### config.mk
export PLATFORM = sky130hd
export DESIGN_NAME = keypad_debounce
export DESIGN_NICKNAME = d
export VERILOG_FILES = /design/src/rtl/keypad_debounce.sv
export SDC_FILE = /design/constraint.sdc
export NUM_CORES = 1
export LEC_CHECK = 0
export CAP_MARGIN = 0
export CORE_UTILIZATION = 45
export CTS_CLUSTER_DIAMETER = 40
export DETAILED_ROUTE_END_ITERATION = 6
export GPL_TIMING_DRIVEN = 1
export PLACE_DENSITY = 0.66
export RECOVER_POWER = 50
export SYNTH_ARGS = -nofsm -noshare
export SYNTH_HDL_FRONTEND = slang
export SYNTH_SLANG_ARGS = --single-unit
### constraint.sdc
create_clock -name MAX10_CLK1_50 -period 2.5 [get_ports MAX10_CLK1_50]
set_input_delay 0.5 -clock MAX10_CLK1_50 [delete_from_list [all_inputs] [get_ports MAX10_CLK1_50]]
set_output_delay 0.5 -clock MAX10_CLK1_50 [all_outputs]
set_load 0.05 [all_outputs]
### src/rtl/keypad_debounce.sv
// Keypad front end: synchronises the raw valid/code lines, debounces press and
// release, and emits one classified strobe per accepted key press.
module keypad_debounce #(
    parameter int DEBOUNCE_CYCLES = 50000,
    parameter int SYNC_STAGES     = 2
) (
    input  logic       MAX10_CLK1_50,
    input  logic       reset_n,
    input  logic       key_validin,
    input  logic [3:0] key_code,
    output logic       key_strobe,
    output logic [3:0] key_value,
    output logic       is_digit,
    output logic       is_enter,
    output logic       is_cancel,
    output logic       key_held
);
    localparam int            CW       = $clog2(DEBOUNCE_CYCLES);
    localparam logic [CW-1:0] CNT_LAST = CW'(DEBOUNCE_CYCLES - 1);

    typedef enum logic [1:0] {IDLE, PRESS_DB, HELD, RELEASE_DB} state_t;

    state_t                          state_q, state_d;
    logic [SYNC_STAGES-1:0]          vsync_q, vsync_d;
    logic [SYNC_STAGES-1:0][3:0]     csync_q, csync_d;
    logic [CW-1:0]                   cnt_q, cnt_d;
    logic [3:0]                      cand_q, cand_d;
    logic [3:0]                      key_value_q, key_value_d;
    logic                            strobe_q, strobe_d;
    logic                            digit_q, digit_d;
    logic                            enter_q, enter_d;
    logic                            cancel_q, cancel_d;
    logic                            valid_s;
    logic [3:0]                      code_s;

    always_comb begin
        vsync_d = {vsync_q[SYNC_STAGES-2:0], key_validin};
        csync_d = {csync_q[SYNC_STAGES-2:0], key_code};
    end

    assign valid_s = vsync_q[SYNC_STAGES-1];
    assign code_s  = csync_q[SYNC_STAGES-1];

    always_ff @(posedge MAX10_CLK1_50 or negedge reset_n) begin
        if (!reset_n) begin
            state_q     <= IDLE;
            vsync_q     <= '0;
            csync_q     <= '0;
            cnt_q       <= '0;
            cand_q      <= '0;
            key_value_q <= '0;
            strobe_q    <= 1'b0;
            digit_q     <= 1'b0;
            enter_q     <= 1'b0;
            cancel_q    <= 1'b0;
        end else begin
            state_q     <= state_d;
            vsync_q     <= vsync_d;
            csync_q     <= csync_d;
            cnt_q       <= cnt_d;
            cand_q      <= cand_d;
            key_value_q <= key_value_d;
            strobe_q    <= strobe_d;
            digit_q     <= digit_d;
            enter_q     <= enter_d;
            cancel_q    <= cancel_d;
        end
    end

    // The counter only advances below CNT_LAST, so it can never wrap.
    always_comb begin
        state_d     = state_q;
        cnt_d       = cnt_q;
        cand_d      = cand_q;
        key_value_d = key_value_q;
        strobe_d    = 1'b0;
        digit_d     = 1'b0;
        enter_d     = 1'b0;
        cancel_d    = 1'b0;
        case (state_q)
            IDLE: begin
                if (valid_s) begin
                    state_d = PRESS_DB;
                    cnt_d   = '0;
                    cand_d  = code_s;
                end
            end
            PRESS_DB: begin
                if (!valid_s) begin
                    state_d = IDLE;
                end else if (code_s != cand_q) begin
                    cand_d = code_s;
                    cnt_d  = '0;
                end else if (cnt_q == CNT_LAST) begin
                    state_d     = HELD;
                    key_value_d = cand_q;
                    strobe_d    = 1'b1;
                    enter_d     = (cand_q == 4'hE);
                    cancel_d    = (cand_q == 4'hF);
                    digit_d     = (cand_q != 4'hE) && (cand_q != 4'hF);
                end else begin
                    cnt_d = cnt_q + 1'b1;
                end
            end
            HELD: begin
                if (!valid_s) begin
                    state_d = RELEASE_DB;
                    cnt_d   = '0;
                end
            end
            RELEASE_DB: begin
                if (valid_s) begin
                    state_d = HELD;
                end else if (cnt_q == CNT_LAST) begin
                    state_d = IDLE;
                end else begin
                    cnt_d = cnt_q + 1'b1;
                end
            end
            default: state_d = IDLE;
        endcase
    end

    always_comb begin
        key_held   = (state_q == HELD) || (state_q == RELEASE_DB);
        key_strobe = strobe_q;
        key_value  = key_value_q;
        is_digit   = digit_q;
        is_enter   = enter_q;
        is_cancel  = cancel_q;
    end
endmodule

Yosys cells after proc, flatten, opt, wreduce, memory -nomap -nowiden
Index checks and enable logic that the tools add are counted.

Bits in registers: 40. Bits of input ports: 7. Word-level logic and storage cells: 73.

Add/subtract/negate cells: 1. Equality and inequality tests: 17. Muxes and demuxes: 35. Bitwise operators: 1. Reduce and logical (&&, ||, !) cells: 8.

Operators with widths (count): 16-bit 2-to-1 mux (6); 16-bit one-hot mux with 4 select lines (1); 16-bit by 1-bit adder with 16-bit output, second input constant (1); 16-bit equality test, second input constant (1); 1-bit 2-to-1 mux (16); 2-bit 2-to-1 mux (7); 4-bit 2-to-1 mux (3); 4-bit AND reduction (3); 2-bit inequality test, second input constant (5); 3-bit inequality test, second input constant (3); 4-bit equality test, second input constant (2); 4-bit inequality test, second input constant (2); 2-bit one-hot mux with 4 select lines (1); 4-bit one-hot mux with 2 select lines (1); 5-bit AND reduction (1); 2-bit equality test, second input constant (2); 4-bit inequality test (1); 2-bit by 1-bit equality test with 1-bit output, second input constant (1); 2-bit zero test (1); 2-bit nonzero test (1); 1-bit logical AND (1); 1-bit logical OR (1); 1-bit NOT (1).

Logic depth before layout (Yosys ltp)
Gate-level depths: netlist of the first run.

Depth in word-level cells: 6. Depth in mapped cells: 6. Gate-level depth less buffers: 6.

Worst setup path after synthesis of the first run
OpenSTA, ideal clock, no wires.

Path kind: reg-to-reg. Start point: reg cnt_q[10]. End point: reg key_value_q[0] (netlist: key_value[0]). Library setup time: 0.125 ns. Arrival: 1.852 ns. Slack: 0.523 ns. Cell stages (with the launch flop): 5. Period minus slack after synthesis: 1.977 ns. Cells stage by stage: dfrtp_1 > or4b_4 > nor4_4 > nand3_4 > mux2_4.

Longest elaborated chain between the ends: 2.

Ends and longest elaborated chain: from (decl) (RTL line 26) `logic [CW-1:0] cnt_q, cnt_d;`; from (signal assigned) (RTL line 60) `cnt_q <= cnt_d;`; 16-bit equality test (RTL line 94) `end else if (cnt_q == CNT_LAST) begin`; 4-bit AND reduction (no source line); to (signal assigned) (RTL line 62) `key_value_q <= key_value_d;`; to (decl) (RTL line 28) `logic [3:0] key_value_q, key_value_d;`.

No other way between the ends. A chain may end at the register's enable or synchronous reset.

==> run metrics, run 1 <==
M2 GR Usage=0.275; final worst setup slack=0.372 ns; Int Power=approximately 0.0009 W; f_max=470 MHz; CP top delay family=buffers and inverters; Clock Power Share=0.355; Final Critical Period=approximately 2.1 ns; htree depth=2; Comb power frac=0.054; Synth Cell Area=1780 um2; first-pass GRT wire length=around 5.8 mm; GRT met3 Usage=0.0651; CTS Buffer Depth=2; Fin Hold WS=0.344 ns; Crit-path slowest cell=clkdlybuf4s50_1; Die Height=64.8 um; Setup violations, final=0; DRT Wirelength=3.24 mm; Die Wd=64.8 um; Reg power frac=0.592; nets@finish=183; setup TNS=0 ns; top-count cell post-synth=dfrtp_1; Ant. Diodes=0; status=finished clean; number of max-cap violations=0; die area=4200 um2; area share of the largest cell type after synthesis=0.564; Post-CTS Setup Bufs=0; RSZ-0062 raised after global routing=no; Syn. warnings=0; Setup crit end kind=output port; Max stage delay on crit path=0.87 ns; hold buffers post-CTS=0; Slew Viols, Final=0; crit share post-route=0.851; sequential cell area=1000 um2; final core occ=0.555; DR iter-0 viols=105; vias per cell=between 5 and 6; cells along the critical path=clkdlybuf4s50_1; Worst Path Required=approximately 2 ns; CTS buffer count=5; Detailed Place HPWL=~2.3 mm; syn_nets=about 160; worst-path maximum fanout=7; # rows=22; actual slew at the worst max-slew pin=0.960 ns; placeable core region=3720 um2; syn avg cell area=11.5 um2; largest net degree at the start of global routing=41; CTS tree=yes; top_reg_cell synth=dfrtp_1; clock sinks=40; pre-CTS setup slack=around 0.43 ns; port bufs=15; Multi-input gate area=747 um2; Seq/Total Area, Yosys=0.564; Setup Skew=0.00947 ns; buffer and inverter count on the worst path=1; CP arrival=approximately 1.6 ns; area leader, netlist=dfrtp_1; DRC Markers=0; GP Congestion=0.911; DRT Pass-1 Iters=4; EDFF count, synth=0; critical path class=flop to output port; worst vdd ir=0.486 mV; clk_lat worst skew=0.30 ns; R2R Setup Slk=0.40 ns; Post-Syn Instances=155; Synth cell types=36; Root Driver=clkbuf_8; most instantiated cells after synthesis=dfrtp_1, nand2_1, a21oi_1; post-cts resize count=0; worst min path class=primary input to async pin; switch share=0.237; initial antenna violation count=0; Initial Util=0.478; max_slew headroom=0.360; PnR Total Power=0.00115 W; DR vias=around 1300; GR Overflow Total=0; All-Layer GR Usage=0.186; P_leak=0.895 nW; drt wl/cell=14.5 um; Post-synth ARST share=1.00; Synth area leaders=dfrtp_1, xor2_1, mux2_4; GR peak layer=met2; vias in the first global route=1270; met1 usage=0.242; # IOs=16; share of layout cells above drive strength 1=0.131; Startpoint Class=flop; Worst-path clk slew=~0.080 ns; Pwr per Cell Area=556 nW/um2; final hold viol count=0; synthesis-to-finish area growth=16.1%; remaining antenna violation count=0; Seq cells post-synth=40; # fillers=334; net switching power=approximately 0.00027 W
## cell families after synthesis
family,count (synthesis),share of synthesized area
compound gates,24,0.0803
xor+xnor,11,0.0543
fa+ha+maj,1,0.00705
buf+inv,7,0.0155
flops,40,0.564
mux,4,0.0338
simple gates,68,0.245
## final cells by class
cell class	instances	share of cell area
clock buffers	5	0.0334
well taps	48	0.0291
inverters	3	0.00546
clock inverters	2	0.00607
multi-input cells	108	0.362
repair buffers	17	0.0777
flip-flops and latches	40	0.486
## flip-flops by register name, indices dropped and copies added (netlist names), named ones only
| name | count |
|---|---|
| cnt_q | 16 |
| is_cancel | 1 |
| code_s | 4 |
| key_value | 4 |
| cand_q | 4 |
| state_q | 1 |
| is_enter | 1 |
| csync_d | 4 |
| vsync_q | 2 |
| key_strobe | 1 |
| is_digit | 1 |
## per-layer routing
layer	vias to the layer above	share of wire
met5	-	0
met4	0	0.017
met3	6	0.056
met2	34	0.47
met1	638	0.46
li1	604	-
## final timing paths
check | startpoint | end | cells past startpoint
worst min register to register | csync_d[4] | code_s[0] | 0
worst max register to register | flop | cnt_q[11] | 4
max in group asynchronous | reset_n | cnt_q[15] | 1
min in group MAX10_CLK1_50 | csync_d[4] | code_s[0] | 0
worst max-delay path | flop | key_held | 1
worst min-delay path | reset_n | is_cancel | 1
## power by group through the flow
stage | clock [W] | sequential, W | combinational, W
6_report | 0.000406 | 0.000678 | 0.0000618
5_1_grt | 0.000445 | 0.000681 | 0.0000712
4_1_cts | 0.000419 | 0.000678 | 0.0000645
3_5_place_dp | 0 | 0.000691 | 0.0000642
3_3_place_gp | 0 | 0.000689 | 0.0000627
2_1_floorplan | 0 | 0.000687 | 0.0000334
## cell usage in the layout (no fill, tap or decap), types with 2 or more instances in the layout
cell,n
or4b_4,2
nor4_1,2
inv_1,3
nand3_1,8
dfrtp_1,40
nor3b_1,2
dlygate4sd3_1,5
xor2_1,7
and3_1,4
buf_4,2
nand2_1,16
or3_1,3
nand4_1,6
nor2_1,8
o21ai_0,5
a21oi_1,10
nor4_4,2
o31ai_1,4
clkdlybuf4s50_1,9
mux2_4,4
or4_1,5
xnor2_1,4
o22ai_1,2
clkbuf_8,5
## through the flow
step	area, um2	std cells
finish	2060	223
global route	2060	223
CTS	2060	223
detailed placement	1980	216
global placement	1980	216
floorplan	1780	155
(Power assumes the default switching activity.)
==> run 2, diff against run 1 <==
Settings changed: CORE_ASPECT_RATIO set to 0.7, TNS_END_PERCENT set to 1.
==> run 2 against run 1 <==
  * Sequential cell count did not move
  * First-iteration DRC count down 43%
  * Core utilization is 2.1 points higher
  * Maximum frequency up 1.4%
  * Die area increased by 0.11%
  * Total power is 9.9% higher
  * Global-route usage increased by 0.57 points
  * Clock skew shrank 0.0035 ns
  * Largest cell class unchanged
  * Largest power group unchanged
==> run metrics, run 2 (same netlist as run 1, synthesis figures left out) <==
pre-CTS setup slack=0.403 ns; post-cts resize count=0; clock sinks=40; actual slew at the worst max-slew pin=0.939 ns; Die Wd=77.1 um; clk_lat worst skew=0.29 ns; Setup Skew=roughly 0.0060 ns; # rows=18; vias per cell=5.61; Setup violations, final=0; f_max=476 MHz; # IOs=16; final hold viol count=0; max reg flops=16; Final Critical Period=2.10 ns; CP arrival=2.28 ns; synthesis-to-finish area growth=18.3%; final worst setup slack=0.401 ns; All-Layer GR Usage=0.191; DRT Pass-1 Iters=4; first-pass GRT wire length=5.84 mm; Ant. Diodes=0; Initial Util=0.487; die area=4200 um2; Clock Power Share=0.410; drt wl/cell=15.1 um; GR Overflow Total=0; CTS Buffer Depth=2; Pwr per Cell Area=600 nW/um2; cells along the critical path=or4b_4 > nor4_4 > nand3_4 > mux2_4; DR iter-0 viols=60; Setup crit end kind=flop; Startpoint Class=flop; initial antenna violation count=0; worst vdd ir=approximately 0.36 mV; critical path class=flop to flop; Crit-path slowest cell=or4b_4; Worst-path clk slew=0.08 ns; crit share post-route=0.840; placeable core region=3650 um2; switch share=0.221; worst-path maximum fanout=7; Post-CTS Setup Bufs=0; htree depth=2; hold buffers post-CTS=0; Reg power frac=0.539; number of max-cap violations=0; Int Power=around 0.00098 W; vias in the first global route=approximately 1200; CTS buffer count=5; P_leak=0.914 nW; CTS tree=yes; GP Congestion=0.836; net switching power=0.000278 W; Root Driver=clkbuf_8; RSZ-0062 raised after global routing=no; DRT Wirelength=3.43 mm; Slew Viols, Final=0; setup TNS=0 ns; Worst Path Required=2.68 ns; post-placement cell area=1990 um2; max_slew headroom=0.374; Max stage delay on crit path=~0.60 ns; Die Height=54.6 um; share of layout cells above drive strength 1=0.141; largest net degree at the start of global routing=just over 40; worst min path class=primary input to async pin; remaining antenna violation count=0; port bufs=15; Comb power frac=0.050; most frequent cells in the layout=dfrtp_1, nand2_1, a21oi_1; DRC Markers=0; fin area=around 2100 um2; Detailed Place HPWL=roughly 2.5 mm; status=finished clean; commonest non-fill, non-tap cell in the layout=dfrtp_1; nets@finish=between 150 and 200; DR vias=around 1300; most flop-heavy register=cnt_q
-- run 2: cell types whose count changed in the layout (fill, tap and decap cells not counted), sizes merged --
cell | before | now
buf | 2 | 3
bufinv | 0 | 1
-- run 2: per-stage QoR --
| step | util | cells | total power, W | hold WS [ns] |
|---|---|---|---|---|
| global placement | 0.545 | 219 | 0.000754 | 0.332 |
| detailed placement | 0.545 | 219 | 0.000759 | 0.336 |
| global route | 0.576 | 227 | 0.00131 | 0.371 |
| CTS | 0.576 | 227 | 0.00127 | 0.347 |
| finish | 0.576 | 227 | 0.00126 | 0.339 |
| floorplan | - | 155 | 0.000720 | 0.204 |
-- run 2: path summary, 6_finish.rpt --
check | startpoint | endpoint | slack [ns] | depth (start not counted)
max in group asynchronous | reset_n | cnt_q[2] | 1.57 | 1
worst min register to register | csync_d[5] | code_s[1] | 0.36 | 0
min in group MAX10_CLK1_50 | csync_d[5] | code_s[1] | 0.36 | 0
worst max register to register | cnt_q[10] | key_value[2] | 0.40 | 4
worst max-delay path | cnt_q[10] | key_value[2] | 0.40 | 4
worst min-delay path | reset_n | code_s[3] | 0.34 | 1
-- run 2: power groups by stage --
stage	logic, W	clock network (W)	registers, W
6_report	0.0000635	0.000517	0.000679
5_1_grt	0.0000716	0.000556	0.000682
4_1_cts	0.0000667	0.000528	0.000679
3_5_place_dp	0.0000664	0	0.000692
3_3_place_gp	0.0000640	0	0.000690
2_1_floorplan	0.0000334	0	0.000687
-- run 2: critical path: cells and delay by family (launching register included) --
| kind | cells | cell delay (ns) |
|---|---|---|
| and+or+nand+nor | 3 | 1.22 |
| DFF | 1 | 0.44 |
| muxes | 1 | 0.33 |
-- run 2: layout make-up --
class                      instances  area, um2
clock buffer                       5       68.8
clock inverter                     3       42.5
fill                             315       1550
inverter                           3       11.3
multi-input combinational        108        747
sequential                        40       1000
tap                               50       62.6
timing repair buffer              18        168
-- run 2: layer usage --
| metal | vias up | wire length (um) | track usage |
|---|---|---|---|
| li1 | 605 | - | - |
| met1 | 636 | 1720 | 0.266 |
| met2 | 28 | 1540 | 0.301 |
| met3 | 5 | 134 | 0.0450 |
| met4 | 0 | 32 | 0.0660 |
| met5 | - | 0 | 0 |
==> edit (config.mk and constraints of run 1) <==
Register the output `key_held`, cleared by the reset; this adds one clock of latency there. The other outputs are not delayed to match.
--- a/src/rtl/keypad_debounce.sv
+++ b/src/rtl/keypad_debounce.sv
@@ -19,6 +19,8 @@
     localparam logic [CW-1:0] CNT_LAST = CW'(DEBOUNCE_CYCLES - 1);
 
     typedef enum logic [1:0] {IDLE, PRESS_DB, HELD, RELEASE_DB} state_t;
+
+    logic key_held_d;
 
     state_t                          state_q, state_d;
     logic [SYNC_STAGES-1:0]          vsync_q, vsync_d;
@@ -122,12 +124,20 @@
     end
 
     always_comb begin
-        key_held   = (state_q == HELD) || (state_q == RELEASE_DB);
+        key_held_d = (state_q == HELD) || (state_q == RELEASE_DB);
         key_strobe = strobe_q;
         key_value  = key_value_q;
         is_digit   = digit_q;
         is_enter   = enter_q;
         is_cancel  = cancel_q;
     end
+    always_ff @(posedge MAX10_CLK1_50 or negedge reset_n) begin
+        if (!reset_n) begin
+            key_held <= '0;
+        end else begin
+            key_held <= key_held_d;
+        end
+    end
+
 endmodule
 
Function: no difference found for any inputs over 10 cycles, from zero or initial values and one cycle with reset_n low; that may be too few to reach the edited logic, so the function may still have changed.
==> edit against run 1 <==
  * Hold slack lost 7.8 ps
  * Sequential cell count up 1
  * Design area is 2.0% higher
  * Total power rose by 4.1%
  * Synthesized area grew 1.4%
  * Routed wire length shrank 3.1%
  * Setup slack better by 50 ps
  * Critical path type is now reg2reg
  * Highest routed layer unchanged
==> edit: results (changes against run 1) <==
Run status
  • Outcome: complete, no violations

Synth
  • Netlist cell types: 36 (unchanged)
  • Post-synth top flop: dfrtp_1
  • Post-synthesis sequential area ratio: 57.0% (+0.61 points)
  • Area contributors post-synth: dfrtp_1 57%, xor2_1 3.4%, mux2_4 3.3%, nand2_1 3.3%, a21oi_1 2.8%
  • Syn. warnings: 0 (unchanged)
  • Synth async-reset ratio: 100% (unchanged)
  • Commonest cells post-synth: 41 x dfrtp_1, 16 x nand2_1, 10 x a21oi_1
  • Synth Net Count: 164 (+0.61%)

Finish
  • Fillers: 321 (-3.9%)
  • Biggest register: cnt_q
  • # diodes: 0 (unchanged)
  • Largest register FFs: 16 (unchanged)
  • Nets: 185 (+1.1%)
  • Share of cells above drive strength 1: 14.0% (+0.90 points)

GRT
  • Vias in the first global route: 1,258 (-0.94%)
  • All-Layer GR Usage: 17.9% (-0.66 points)
  • First-pass GRT wire length: 5710 um (-1.1%)
  • Largest net degree at the start of global routing: 42 (+2.4%)
  • Antenna violations before repair: 0 (unchanged)

Clocking
  • Worst-Skew Late Latency: 300 ps (about the same)
  • Post-CTS setup buffers: 0 (unchanged)
  • Maximum root-to-sink buffer count: 2 (unchanged)
  • Num CTS Buffers: 5 (unchanged)
  • Post_cts resized: 0 (unchanged)
  • H-tree depth: 2 (unchanged)
  • CTS root buffer: clkbuf_8
  • Worst-path clk slew: 80 ps (about the same)

Placement
  • HPWL reported at the end of detailed placement: 2230 um (-2.8%)
  • Port Buffers: 15 (unchanged)
  • Placer Congestion: 0.846 (-7.1%)

Drt
  • Via density: 5.62 (-2.3%)
  • DR pass1 iterations: 4 (unchanged)
  • Routed len/inst: 13.9 um (-4.4%)
  • Iteration-0 DRC count of the detailed router: 37 (-65%)

Power
  • VDD IR max: 0.000396 V (-18%)
  • Leak: 0.919 nW (+2.6%)

Hold path
  • Hold/Removal Path Class: in2async

STA
  • Worst slew pin tran: 952 ps (-7.70 ps)
  • Clock skew: 4.91 ps (-4.57 ps)
  • Hold_ws: 337 ps (-7.76 ps)

Setup path
  • Reg-to-reg slack, setup: 420 ps (+20 ps)
  • Arr. time, crit path: 2270 ps (+640 ps)
  • R2R cell count: 4 (unchanged)
  • Crit Path Class: reg2reg
  • RR Endpoint: key_value[3]$_DFFE_PN0P_
  • Crit. Startpoint: cnt_q[10]$_DFFE_PN0P_
  • CP Max Fanout: 7 (unchanged)
## edit: changes by cell type in the layout (fill, tap and decap cells not counted), sizes merged
cell	before	now
buf	2	3
inv	3	4
dfrtp	40	41
## edit: stage by stage
| stage | area [um^2] | setup WS [ps] | total power, mW | cells | util [%] |
|---|---|---|---|---|---|
| floorplan | 1800 | 523 | 0.737 | 156 | - |
| global placement | 2010 | 454 | 0.770 | 218 | 53.7 |
| CTS | 2100 | 423 | 1.21 | 226 | 56.1 |
| global route | 2100 | 339 | 1.25 | 226 | 56.1 |
| finish | 2100 | 422 | 1.19 | 226 | 56.1 |
| detailed placement | 2010 | 426 | 0.774 | 218 | 53.7 |
## edit: per-layer routing
| metal | routed length [um] | GRT usage, % |
|---|---|---|
| met1 | 1450 | 23.5 |
| met2 | 1510 | 27.3 |
| met3 | 108 | 4.69 |
| met4 | 72 | 8.70 |
| met5 | 0 | 0 |
## edit: layout make-up
type,instances,share of cell area [%]
Multi-Input combinational cell,108,35.5
Sequential cell,41,48.8
Clock inverter,3,1.01
Clock buffer,5,3.27
Timing Repair Buffer,18,7.98
Tap cell,48,2.86
Inverter,3,0.536
## edit: kinds of logic after synthesis
group,count (synthesis),share of synthesized area [%]
adders and majority gates,1,0.695
DFF,41,57.0
muxes,4,3.34
and+or+nand+nor,68,24.2
buffers and inverters,7,1.53
xor gates and xnor gates,11,5.35
AOI/OAI and AO/OA,24,7.92
## edit: worst max-delay path, cell delays in order, from the launching register on
cell and delay (ps):
dfrtp_1 440, or4b_4 600, nor4_4 440, nand3_4 160
mux2_4 330
## edit: report_power, final
part	leakage (nW)	switching, mW	internal [mW]	total, mW
clock network	0.0445	0.237	0.198	0.435
registers	0.539	0.0149	0.680	0.694
logic	0.335	0.0402	0.0229	0.0631
total	0.919	0.293	0.900	1.19
